**src/rtl/uart_tx_ctrl.sv**
```systemverilog
// uart_tx_ctrl: UART transmit framing controller.
//   Accepts parallel bytes from a host into a one-deep holding slot, then
//   frames each byte as start bit, data bits (taken from an external
//   serializer), optional parity bit and stop bit on TX_OUT.
//
// Ports:
//   CLK         in   clock, all logic on rising edge
//   RST         in   synchronous active-high reset
//   P_Data      in   parallel byte from host
//   Data_Valid  in   host write strobe
//   PAR_EN      in   1 = append parity bit (sampled with the byte)
//   PAR_TYP     in   0 = even, 1 = odd (sampled with the byte)
//   SER_Done    in   serializer: current SER_Data is the last data bit
//   SER_Data    in   serializer bit
//   SER_EN      out  serializer enable (high only in DATA)
//   SER_P_Data  out  active byte presented to the serializer
//   TX_OUT      out  serial line, idle high
//   Busy        out  frame in progress
//   Ready       out  holding slot can take a byte this cycle
//   Ser_Err     out  one-cycle pulse on serializer timeout abort
//
// State | meaning
// IDLE  | line high, waiting for the holding slot to fill
// START | start bit (one cycle)
// DATA  | serializer drives the line until SER_Done or timeout
// PARITY| parity bit (one cycle)
// STOP  | stop bit (one cycle), chains straight into START if a byte waits

module uart_tx_ctrl #(
  parameter int data_width = 8,
  parameter int timeout    = data_width + 2
) (
  input  logic                  CLK,
  input  logic                  RST,
  input  logic [data_width-1:0] P_Data,
  input  logic                  Data_Valid,
  input  logic                  PAR_EN,
  input  logic                  PAR_TYP,
  input  logic                  SER_Done,
  input  logic                  SER_Data,
  output logic                  SER_EN,
  output logic [data_width-1:0] SER_P_Data,
  output logic                  TX_OUT,
  output logic                  Busy,
  output logic                  Ready,
  output logic                  Ser_Err
);

  localparam int CW = (timeout < 2) ? 1 : $clog2(timeout);
  localparam logic [CW-1:0] CNT_LAST = CW'(timeout - 1);

  typedef enum logic [2:0] {
    S_IDLE,
    S_START,
    S_DATA,
    S_PARITY,
    S_STOP
  } state_t;

  state_t                state_q, state_d;
  logic [CW-1:0]         cnt_q, cnt_d;
  logic [data_width-1:0] act_data_q, act_data_d;
  logic                  act_par_en_q, act_par_en_d;
  logic                  act_par_q, act_par_d;
  logic                  hold_full_q, hold_full_d;
  logic [data_width-1:0] hold_data_q, hold_data_d;
  logic                  hold_par_en_q, hold_par_en_d;
  logic                  hold_par_q, hold_par_d;
  logic                  ser_err_q, ser_err_d;

  logic drain;
  logic accept;

  // The slot is emptied into the active register in IDLE and STOP; a write
  // in that same cycle refills it, so Ready stays high while draining.
  assign drain  = hold_full_q & ((state_q == S_IDLE) | (state_q == S_STOP));
  assign Ready  = ~hold_full_q | drain;
  assign accept = Data_Valid & Ready;

  always_comb begin
    state_d       = state_q;
    cnt_d         = cnt_q;
    act_data_d    = act_data_q;
    act_par_en_d  = act_par_en_q;
    act_par_d     = act_par_q;
    hold_full_d   = hold_full_q;
    hold_data_d   = hold_data_q;
    hold_par_en_d = hold_par_en_q;
    hold_par_d    = hold_par_q;
    ser_err_d     = 1'b0;

    case (state_q)
      S_IDLE: begin
        if (hold_full_q) state_d = S_START;
      end
      S_START: begin
        state_d = S_DATA;
        cnt_d   = '0;
      end
      S_DATA: begin
        if (SER_Done) begin
          state_d = act_par_en_q ? S_PARITY : S_STOP;
          cnt_d   = '0;
        end else if (cnt_q == CNT_LAST) begin
          // Serializer never flagged the last bit: abort straight to STOP.
          ser_err_d = 1'b1;
          state_d   = S_STOP;
          cnt_d     = '0;
        end else begin
          cnt_d = cnt_q + CW'(1);
        end
      end
      S_PARITY: begin
        state_d = S_STOP;
      end
      S_STOP: begin
        state_d = hold_full_q ? S_START : S_IDLE;
      end
      default: begin
        state_d = S_IDLE;
        cnt_d   = '0;
      end
    endcase

    if (drain) begin
      act_data_d   = hold_data_q;
      act_par_en_d = hold_par_en_q;
      act_par_d    = hold_par_q;
      hold_full_d  = 1'b0;
    end

    if (accept) begin
      hold_data_d   = P_Data;
      hold_par_en_d = PAR_EN;
      hold_par_d    = (^P_Data) ^ PAR_TYP;
      hold_full_d   = 1'b1;
    end
  end

  always_ff @(posedge CLK) begin
    if (RST) begin
      state_q       <= S_IDLE;
      cnt_q         <= '0;
      act_data_q    <= '0;
      act_par_en_q  <= 1'b0;
      act_par_q     <= 1'b0;
      hold_full_q   <= 1'b0;
      hold_data_q   <= '0;
      hold_par_en_q <= 1'b0;
      hold_par_q    <= 1'b0;
      ser_err_q     <= 1'b0;
    end else begin
      state_q       <= state_d;
      cnt_q         <= cnt_d;
      act_data_q    <= act_data_d;
      act_par_en_q  <= act_par_en_d;
      act_par_q     <= act_par_d;
      hold_full_q   <= hold_full_d;
      hold_data_q   <= hold_data_d;
      hold_par_en_q <= hold_par_en_d;
      hold_par_q    <= hold_par_d;
      ser_err_q     <= ser_err_d;
    end
  end

  // Line level is decoded from the state register; only DATA passes the
  // serializer bit through combinationally.
  always_comb begin
    TX_OUT = 1'b1;
    case (state_q)
      S_START:  TX_OUT = 1'b0;
      S_DATA:   TX_OUT = SER_Data;
      S_PARITY: TX_OUT = act_par_q;
      default:  TX_OUT = 1'b1;
    endcase
  end

  assign SER_EN     = (state_q == S_DATA);
  assign Busy       = (state_q != S_IDLE);
  assign SER_P_Data = act_data_q;
  assign Ser_Err    = ser_err_q;

endmodule

```
**config.mk**
```make
export PLATFORM = sky130hd
export DESIGN_NAME = uart_tx_ctrl
export DESIGN_NICKNAME = d
export VERILOG_FILES = /design/src/rtl/uart_tx_ctrl.sv
export SDC_FILE = /design/constraint.sdc
export NUM_CORES = 1
export LEC_CHECK = 0
export CAP_MARGIN = 20
export CORE_UTILIZATION = 48
export DETAILED_ROUTE_END_ITERATION = 10
export GPL_ROUTABILITY_DRIVEN = 0
export PLACE_DENSITY = 0.77
export SYNTH_ARGS = -nofsm -noshare
export SYNTH_HDL_FRONTEND = slang
export SYNTH_SLANG_ARGS = --single-unit
```
**constraint.sdc**
```tcl
create_clock -name CLK -period 1.9 [get_ports CLK]
set_input_delay 0.19 -clock CLK [delete_from_list [all_inputs] [get_ports CLK]]
set_output_delay 0.19 -clock CLK [all_outputs]
set_load 0.03 [all_outputs]
```
; ---- Yosys cells after proc, flatten, opt, wreduce, memory -nomap -nowiden
; Index checks and enable logic that the tools add are counted.
; W data, S select, Z words.
[op_classes]
bitwise_logic = 7
n_lt_le_gt_ge = 0
n_mux = 13
shifts = 0
mul = 0
add_sub_neg = 1
reduce_logical = 7
eq_ne = 7
div_mod_pow = 0
[ops]
columns = op, n
row1 = $pmux W3 S5, 1
row2 = $mux W3, 4
row3 = $mux W4, 2
row4 = $pmux W4 S2, 1
row5 = $reduce_xor A8 Y1, 1
row6 = $eq A3 B2 Y1 const B, 2
row7 = $reduce_or A3 Y1, 2
row8 = $add A4 B1 Y4 const B, 1
row9 = $eq A4 B4 Y1 const B, 1
row10 = $mux W1, 4
row11 = $eq A3 B1 Y1 const B, 1
row12 = $eq A3 B3 Y1 const B, 1
row13 = $logic_not A3 Y1, 1
row14 = $ne A3 B2 Y1 const B, 1
row15 = $pmux W1 S3, 1
row16 = $reduce_bool A3 Y1, 1
row17 = $and A1 B1 Y1, 2
row18 = $ne A2 B2 Y1 const B, 1
row19 = $not A1 Y1, 2
row20 = $or A1 B1 Y1, 2
row21 = $reduce_and A2 Y1, 1
row22 = $reduce_bool A2 Y1, 1
row23 = $xor A1 B1 Y1, 1
[totals]
ff_bits = 29
latch_bits = 0
inputBits = 15
elab_cells = 45
n_memories = 0
rom_bits = 0
ramBits = 0

; ---- Depth between registers and ports, before layout
; Gate-level depths: netlist (run 1).
[depth]
depth_word = 6
ltp_mapped = 6
mapped_depth_nobuf = 6

; ---- Least setup slack after synthesis (run 1)
; Ideal clock, no wire load.
[synth_timing]
path_kind = register -> register
from = register state_q[1]
to = register hold_par_q
n_path_buf = 2
stages_incl_launch_ff = 7
arrival_ns = 1.654
setup_time_ns = 0.120
setup_slack_ns = 0.126
cell_sequence = dfxtp_1 buf_4 o21ai_1 and2_1 buf_2 nor3b_1 a211o_1
[synth_between]
elab_chain_len = 5
[synth_rtl]
columns = element, line_no
row1 = "start, declared", 60  ; state_t state_q, state_d;
row2 = "start signal, assigned", 153  ; state_q <= state_d;
row3 = $eq A3 B3 Y1 / $logic_not A3 Y1 (equally long branches), 76  ; assign drain = hold_full_q & ((state_q == S_IDLE) | (state_q == S_STOP));
row4 = $or A1 B1 Y1 (*), 76
row5 = $and A1 B1 Y1 (*), 76
row6 = $or A1 B1 Y1 (*), 77  ; assign Ready = ~hold_full_q | drain;
row7 = via Ready, 45  ; output logic Ready,
row8 = $and A1 B1 Y1 (*), 78  ; assign accept = Data_Valid & Ready;
row9 = "end signal, assigned", 161  ; hold_par_q <= hold_par_d;
row10 = "end, declared", 68  ; logic hold_par_q, hold_par_d;
; The timed path passes the listed nets; every way through them passes the cells marked *.
; A chain may end at the register's enable or synchronous reset.

; ---- Final worst setup path (run 1)
[layout_timing]
from = register state_q[1]
to = output port TX_OUT
[layout_between]
elab_chain_len = 2
[layout_rtl]
columns = element, line_no
row1 = $eq A3 B2 Y1 / $eq A3 B1 Y1 (equally long branches), 170  ; case (state_q)
row2 = $pmux W1 S3 (*), 170
row3 = "end, declared", 43  ; output logic TX_OUT,
; Mark *: on every way between the ends. The rest lies on a longest branch, timed or not.

==> out/results.ini, run 1 <==
[placed_design]
detailedPlace.worstSlack_ns=0.0542
place_hpwl_um=1850
numPortBuffers=27
place.detailed.instances=209

[power_and_ir_drop]
cellLeakagePower_nw=0.628
power.density_mw_per_mm2=779
power.total_mw=1.26
vdd_ir_drop_max_v=0.000594
switching_share=0.272
power.net_switching_mw=0.342
pwr-share-clk=0.300
sequentialPowerShare=0.523
combPwrFrac=0.177
internal-power_mw=0.914

[logic_synthesis]
yosys.area.top_type_share=0.466
synth_compound_gate_area_share=0.143
yosys_warnings=0
yosys.area_share.simple=0.270
synth_top_area_cell=sky130_fd_sc_hd__dfxtp_1
netlist_instances=155
synth-xor-area-share=0.0532
asyncSetResetFlopFracSynth=0
number_of_unique_standard_cell_types_used_by_synthesis=34
synth_edf_count=0
synth_nets=172
synth_area_leaders=sky130_fd_sc_hd__dfxtp_1 (47%), sky130_fd_sc_hd__nand2_1 (13%), sky130_fd_sc_hd__a21oi_1 (10%)
yosys.area_share.adder=0.0201
netlist_area_mm2=0.00125
ys.flop_type=sky130_fd_sc_hd__dfxtp_1
ys_seq_elements=29
synth.mux.area_fraction=0.00803
synth_seq_area_share=0.466
postSynthAreaPerCell_um2=8.04
dominant_combinational_cell_family_by_area_after_synthesis=simple AND/OR/NAND/NOR gates

[floorplan]
y_dimension_of_the_die_um=53.0
die_area_mm2=0.00280
placement_rows=18
start_util=0.508
fp.dieW_um=53.0
boundaryPins=28
placeableCoreArea_mm2=0.00245

[sta]
setup_viol=0
final.min_clock_period_ns=1.79
grt_setup_unrepaired=no
holdWs_ns=0.434
max_slew_margin=0.754
fmax_ghz=0.558
tightest_slew_ns=0.369
layout_setup_ws_ns=0.108
share_of_the_cycle_needed_by_the_critical_path_after_routing=0.943
final.setup_skew_ns=0.00544
finalHoldViolations=0
finalSetupTns_ns=0
final_max_slew_viol_count=0

[global_routing]
grt_use_total=0.214
antenna_found_initial=0
grt_ovf=0
grt_first_pass_wirelength_um=4170
grt_pass1_vias=1014
grt_start_max_net_pins=14

[worst_setup_path]
timing.critical_path.arrival_ns=1.60
path_delay_family=simple AND/OR/NAND/NOR gates
cp_slowest_cell=sky130_fd_sc_hd__dlygate4sd2_1
startpoint_type=flip-flop
slowest_delay_ns=0.35
crit_fanout=5
critical_path_class=flip-flop to output port
cp-startpoint=state_q[1]
worstPathBufferInverterCount=2
critical_path.endpoint_type=output port
worstReg2RegStart=state_q[1]
crit_chain=inv_1, nor3_1, a21oi_1, or2_2, dlygate4sd2_1
worst_ep_required_time_ns=1.71

[route]
avgViaCountPerCell=5.19
drtAntennaViolNets=0
drt_pass1_iterations=4
routed_wl_um=2510
via_count=1122
drc=0
drt_iter0_markers=13
avgRoutedWirePerCell_um=11.6

[hold_path]
timing.hold.worst.class=primary input to flip-flop
worstHoldStart=PAR_EN

[layout]
total_number_of_nets_in_the_final_design=203
synthToLayoutAreaGrowth_pct=29.3
layout-drive-gt1-share=0.0860
layoutNonFillerInstCount=216
antenna-diode-count=0

[clocking]
cts_setup_buffers=0
root_driver=sky130_fd_sc_hd__clkbuf_4
cts_buffers=5
number_of_buffers_between_clock_root_and_the_deepest_sink=2
worst_setup_hold_path_clk_slew_ns=0.08
cts_hold_buffers=0
cts.sink_count=29
cts-htree-levels=2
clock_insertion_delay_worst_skew_ns=0.33
cts_tree=built

[flow_run]
maxCapViolations=0

[status]
outcome=finished, final reports clean

tightest hold or removal path, stage by stage:
cell and delay, ns:
sky130_fd_sc_hd__clkdlybuf4s50_1 0.41, sky130_fd_sc_hd__nand2_1 0.07, sky130_fd_sc_hd__a21oi_1 0.05
cells by family after synthesis:
logic type                 count (synthesis)
xor gates and xnor gates                   6
AOI/OAI and AO/OA                         33
muxes                                      1
adders and majority gates                  2
DFF                                       29
buffers and inverters                     12
and+or+nand+nor                           72
registers in the layout (all words and copies together) (netlist names), 3 cells and up:
name         cells
SER_P_Data       8
hold_data_q      8
cnt_q            4
state_q          3
cells in the mapped netlist, types with 2 or more instances:
cell,instances
sky130_fd_sc_hd__nor2_1,6
sky130_fd_sc_hd__clkbuf_1,6
sky130_fd_sc_hd__nand3_1,2
sky130_fd_sc_hd__nand3b_1,2
sky130_fd_sc_hd__inv_1,4
sky130_fd_sc_hd__and2_1,2
sky130_fd_sc_hd__or3_1,2
sky130_fd_sc_hd__xnor2_1,3
sky130_fd_sc_hd__a21oi_1,25
sky130_fd_sc_hd__nand2_1,44
sky130_fd_sc_hd__ha_1,2
sky130_fd_sc_hd__dfxtp_1,29
sky130_fd_sc_hd__xor2_1,2
sky130_fd_sc_hd__nor3_1,5
sky130_fd_sc_hd__o21ai_0,2
path summary, 6_finish.rpt:
check	end	slack (ns)	cells after the start
hold / removal	hold_par_en_q	0.43	3
setup / recovery	TX_OUT	0.11	5
setup reg to reg	cnt_q[3]	0.32	5
hold reg to reg	SER_P_Data[1]	0.46	2
power groups by stage:
stage	Combinational (mW)	Sequential (mW)	Clock, mW
global placement	0.223	0.669	0
global route	0.244	0.661	0.415
CTS	0.223	0.656	0.382
floorplan	0.138	0.672	0
detailed placement	0.227	0.671	0
finish	0.223	0.657	0.376
layout by cell type, fill, tap and decap left out, types with 3 or more instances in the layout:
master,n
sky130_fd_sc_hd__nand2_1,44
sky130_fd_sc_hd__dfxtp_1,28
sky130_fd_sc_hd__a21oi_1,25
sky130_fd_sc_hd__clkdlybuf4s50_1,23
sky130_fd_sc_hd__nor2_1,6
sky130_fd_sc_hd__nor3_1,5
sky130_fd_sc_hd__clkbuf_4,5
sky130_fd_sc_hd__buf_4,5
sky130_fd_sc_hd__inv_1,4
sky130_fd_sc_hd__xnor2_1,3
sky130_fd_sc_hd__dlygate4sd2_1,3
stage by stage:
step | instance area, µm² | utilization
6_report | 1610 | 0.656
5_1_grt | 1610 | 0.656
4_1_cts | 1610 | 0.655
3_5_place_dp | 1560 | 0.634
3_3_place_gp | 1560 | 0.634
2_1_floorplan | 1250 | -
area by class of cell:
class	count	area (µm²)
flip-flops and latches	29	582
multi-input cells	114	616
well taps	30	37.5
repair buffers	32	307
fillers	208	843
inverters	4	15.0
clock buffers	7	55.1
what timing repair did:
action,CTS,global route
gates cloned,0,0
setup endpoints to repair,3,2
endpoints found under the hold margin,0,0
resized for setup,3,2
layer usage:
layer | routed length (µm) | global-route usage | vias up
li1 | - | - | 577
met1 | 1160 | 0.241 | 517
met2 | 1190 | 0.338 | 24
met3 | 115 | 0.0862 | 4
met4 | 46 | 0.123 | 0
met5 | 0 | 0 | -
Note: power is estimated with default switching activity, not from simulation.
==> run 2, diff against run 1 <==
CORE_ASPECT_RATIO = 1.4   (was not set)
==> out/results.ini, run 2 (same netlist as run 1, synthesis figures left out) <==
[floorplan]
placement_rows=21
boundaryPins=28
start_util=0.516
y_dimension_of_the_die_um=62.3
fp.dieW_um=45.1
placeableCoreArea_mm2=0.00242
die_area_mm2=0.00281

[power_and_ir_drop]
vdd_ir_drop_max_v=0.000785
power.density_mw_per_mm2=851
power.total_mw=1.40
cellLeakagePower_nw=0.634

[route]
avgViaCountPerCell=5.10
drc=0
avgRoutedWirePerCell_um=12.1
drtAntennaViolNets=0
via_count=1132
drt_iter0_markers=39
drt_pass1_iterations=4
routed_wl_um=2690

[worst_setup_path]
cp-startpoint=state_q[1]
ff2ff_setup_slack_ns=0.29
path_delay_family=simple AND/OR/NAND/NOR gates
crit_chain=inv_1, nor3_1, a21oi_1, or2_2, dlygate4sd2_1
timing.rr.end=cnt_q[2]
slowest_delay_ns=0.35
critical_path.endpoint_type=output port
critical_path_class=flip-flop to output port
worstRegToRegCells=4
cp_slowest_cell=sky130_fd_sc_hd__dlygate4sd2_1
timing.critical_path.arrival_ns=1.60
critical_path_depth=5
worstSetupEndpoint=TX_OUT
worstPathBufferInverterCount=2
worstReg2RegStart=state_q[2]
startpoint_type=flip-flop
crit_fanout=5
worst_ep_required_time_ns=1.71

[placed_design]
dpl_cell_area_mm2=0.00157
numPortBuffers=27
place_hpwl_um=1960
detailedPlace.worstSlack_ns=0.0531

[sta]
share_of_the_cycle_needed_by_the_critical_path_after_routing=0.942
grt_setup_unrepaired=no
max_slew_margin=0.699
layout_setup_ws_ns=0.110
tightest_slew_ns=0.450
setup_viol=0
final.min_clock_period_ns=1.79
final_max_slew_viol_count=0
holdWs_ns=0.421
finalSetupTns_ns=0
fmax_ghz=0.559
finalHoldViolations=0
final.setup_skew_ns=0.00803

[hold_path]
timing.hold.worst.class=primary input to flip-flop

[status]
outcome=finished, final reports clean

[clocking]
cts.sink_count=29
cts_buffers=5
cts-htree-levels=2
cts_setup_buffers=0
clock_insertion_delay_worst_skew_ns=0.32
cts_tree=built
number_of_buffers_between_clock_root_and_the_deepest_sink=2
root_driver=sky130_fd_sc_hd__clkbuf_4
worst_setup_hold_path_clk_slew_ns=0.08

[layout]
total_number_of_nets_in_the_final_design=204
synthToLayoutAreaGrowth_pct=32.4
layout.cell_area.non_filler_mm2=0.00165
layout-drive-gt1-share=0.0957
final_cell_mix=sky130_fd_sc_hd__nand2_1 (44), sky130_fd_sc_hd__dfxtp_1 (28), sky130_fd_sc_hd__a21oi_1 (25)
antenna-diode-count=0
layout.cells.most_common=sky130_fd_sc_hd__nand2_1

[global_routing]
grt_use_total=0.226
antenna_found_initial=0
grt_pass1_vias=1100
grt_ovf=0
grt_start_max_net_pins=14
grt_first_pass_wirelength_um=4730

[flow_run]
maxCapViolations=0

==> run 2: how the worst min path moves through the flow <==
stage	from	end	slack [ns]	cells after the start
3_3_place_gp	hold_data_q[5]	SER_P_Data[5]	0.44	2
4_1_cts	PAR_EN	hold_par_en_q	0.41	3
5_1_grt	PAR_EN	hold_par_en_q	0.42	3
3_5_place_dp	hold_par_q	act_par_q	0.45	2
2_1_floorplan	Data_Valid	hold_full_q	0.32	2
6_report	PAR_EN	hold_par_en_q	0.42	3
==> run 2: stage by stage <==
step	util	instances
2_1_floorplan	-	155
3_3_place_gp	0.649	214
3_5_place_dp	0.649	214
4_1_cts	0.682	222
5_1_grt	0.683	222
6_report	0.683	222
==> run 2: report_power, final <==
part           internal [mW]  switching, mW
logic                  0.105          0.119
clock network          0.314          0.207
registers              0.636         0.0228
==> run 2: per-layer routing <==
layer  wire [µm]  up-vias  global-route usage
li1            -      582                   -
met1        1140      521               0.259
met2        1380       24               0.371
met3         126        5              0.0669
met4          48        0              0.0985
met5           0        -                   0
==> run 2: timing repair <==
| item | CTS | global route |
|---|---|---|
| endpoints found under the hold margin | 0 | 0 |
| setup endpoints to repair | 4 | 1 |
| resized for setup | 4 | 1 |
| hold buffers | 0 | 0 |
==> run 2: worst reg2reg max path, cell delays in order, from the launching register on <==
cell,delay [ns]
sky130_fd_sc_hd__dfxtp_1,0.39
sky130_fd_sc_hd__or4b_4,0.58
sky130_fd_sc_hd__and2b_4,0.31
sky130_fd_sc_hd__nand3b_1,0.10
sky130_fd_sc_hd__a21oi_1,0.16
==> run 2: area by class of cell <==
class,count,area [µm²]
Clock buffer,7,55.1
Clock inverter,1,30.0
Fill cell,213,767
Inverter,4,15.0
Multi-Input combinational cell,114,616
Sequential cell,29,582
Tap cell,34,42.5
Timing Repair Buffer,33,310
==> run 3, diff against run 2 <==
CORE_UTILIZATION = 39   (was 48)
PLACE_DENSITY = not set   (was 0.77)
==> out/results.ini, run 3 (same netlist as run 1, synthesis figures left out) <==
[placed_design]
place_hpwl_um=1950
numPortBuffers=27

[route]
drt_pass1_iterations=4
via_count=1108
met1_wl_um=1160
drc=0
met2WireLength_um=1350
routed_wl_um=2670
avgRoutedWirePerCell_um=11.9
drt_iter0_markers=17
drtAntennaViolNets=0
dr.max_layer_used=met4
met3_wirelength_um=96
avgViaCountPerCell=4.95

[global_routing]
grt_first_pass_wirelength_um=4820
grt_ovf=0
antenna_found_initial=0
grt_pass1_vias=1087
grt_start_max_net_pins=15
grt_use_total=0.191

[floorplan]
placeableCoreArea_mm2=0.00296
y_dimension_of_the_die_um=68.9
boundaryPins=28
die_area_mm2=0.00343
start_util=0.420
placement_rows=23
fp.dieW_um=49.8

[layout]
layout.cells.most_common=sky130_fd_sc_hd__nand2_1
layout-drive-gt1-share=0.0963
synthToLayoutAreaGrowth_pct=32.8
fill_cells=298
total_number_of_nets_in_the_final_design=203
antenna-diode-count=0
final_cell_mix=sky130_fd_sc_hd__nand2_1 (44), sky130_fd_sc_hd__dfxtp_1 (29), sky130_fd_sc_hd__a21oi_1 (25)
sequential_cell_area_um2=581
multiInputGateArea_um2=621

[clocking]
clock_insertion_delay_worst_skew_ns=0.28
number_of_buffers_between_clock_root_and_the_deepest_sink=2
post_cts.resized_instances=3
cts_tree=built
cts_hold_buffers=0
cts_buffers=5
root_driver=sky130_fd_sc_hd__clkbuf_8
cts.sink_count=29
worst_setup_hold_path_clk_slew_ns=0.06
cts_setup_buffers=0
cts-htree-levels=2

[worst_setup_path]
cp-startpoint=state_q[0]
timing.rr.end=state_q[0]
worstSetupEndpoint=TX_OUT
worstRegToRegCells=4
critical_path.endpoint_type=output port
critical_path_class=flip-flop to output port
slowest_delay_ns=0.43
worst_ep_required_time_ns=1.71
critical_path_depth=4
ff2ff_setup_slack_ns=0.26
crit_fanout=13
path_delay_family=simple AND/OR/NAND/NOR gates
cp_slowest_cell=sky130_fd_sc_hd__dfxtp_1
startpoint_type=flip-flop
crit_chain=nor3_2, a21oi_1, or2_2, dlygate4sd2_1
worstReg2RegStart=state_q[0]
worstPathBufferInverterCount=1
timing.critical_path.arrival_ns=1.60

[sta]
tightest_slew_ns=0.407
setup_viol=0
finalSetupTns_ns=0
final_max_slew_viol_count=0
finalHoldViolations=0
grt_setup_unrepaired=no
holdWs_ns=0.449
fmax_ghz=0.559
final.min_clock_period_ns=1.79
share_of_the_cycle_needed_by_the_critical_path_after_routing=0.941
final.setup_skew_ns=0.00741
max_slew_margin=0.728

[flow_run]
maxCapViolations=0

[power_and_ir_drop]
power.density_mw_per_mm2=827
cellLeakagePower_nw=0.641
power.total_mw=1.37
vdd_ir_drop_max_v=0.000515

[status]
outcome=finished, final reports clean

[hold_path]
timing.hold.worst.class=flip-flop to flip-flop

-- run 3: changes by cell type in the layout (fill, tap and decap cells not counted) --
cell,before,now
sky130_fd_sc_hd__clkinv_2,0,2
sky130_fd_sc_hd__dlygate4sd2_1,4,3
sky130_fd_sc_hd__clkbuf_1,1,0
sky130_fd_sc_hd__clkinvlp_4,0,1
sky130_fd_sc_hd__clkbuf_8,1,5
sky130_fd_sc_hd__nor3_2,0,1
sky130_fd_sc_hd__dlymetal6s2s_1,0,1
sky130_fd_sc_hd__clkbuf_4,5,0
sky130_fd_sc_hd__bufinv_16,1,0
sky130_fd_sc_hd__nor3_1,5,4
sky130_fd_sc_hd__dfxtp_1,28,29
sky130_fd_sc_hd__buf_4,6,5
sky130_fd_sc_hd__dfxtp_2,1,0
-- run 3: worst min-delay path by stage --
stage	from	endpoint	cells after the start
2_1_floorplan	Data_Valid	hold_full_q	2
3_3_place_gp	hold_par_q	act_par_q	2
3_5_place_dp	hold_par_q	act_par_q	2
4_1_cts	hold_par_en_q	act_par_en_q	2
5_1_grt	hold_par_en_q	act_par_en_q	2
6_report	hold_par_q	act_par_q	2
-- run 3: cell type report --
type / count / area share
Tap cell: 37 / 0.0280
Timing Repair Buffer: 32 / 0.185
Clock inverter: 3 / 0.0106
Multi-Input combinational cell: 114 / 0.375
Inverter: 4 / 0.00907
Sequential cell: 29 / 0.351
Clock buffer: 5 / 0.0416
-- run 3: per-layer routing --
layer	vias up	global-route usage
li1	576	-
met2	17	0.356
met3	6	0.0614
met1	509	0.191
met5	-	0
met4	0	0.0964
-- run 3: report_power, final --
part           leakage, nW  internal [mW]  total (mW)  switching, mW
Combinational        0.361          0.104       0.222          0.118
Sequential           0.236          0.636       0.658         0.0219
Clock               0.0439          0.252       0.488          0.237
Total                0.641          0.992        1.37          0.376
-- run 3: metrics by stage --
step                      utilization  std cells  instance area [µm²]  worst slack (ns)
final                           0.558        224                 1660             0.112
after global routing            0.558        224                 1660          0.000568
after CTS                       0.556        224                 1650             0.104
after detailed placement        0.528        216                 1570            0.0717
after global placement          0.528        216                 1570            0.0805
after floorplan                     -        155                 1250             0.126
-- run 3: worst reg2reg max path, cell delays in order, from the launching register on --
cell and delay, ns:
sky130_fd_sc_hd__dfxtp_1 0.43, sky130_fd_sc_hd__or4b_4 0.59, sky130_fd_sc_hd__and2b_4 0.31, sky130_fd_sc_hd__nand2b_1 0.13, sky130_fd_sc_hd__nor3_1 0.05
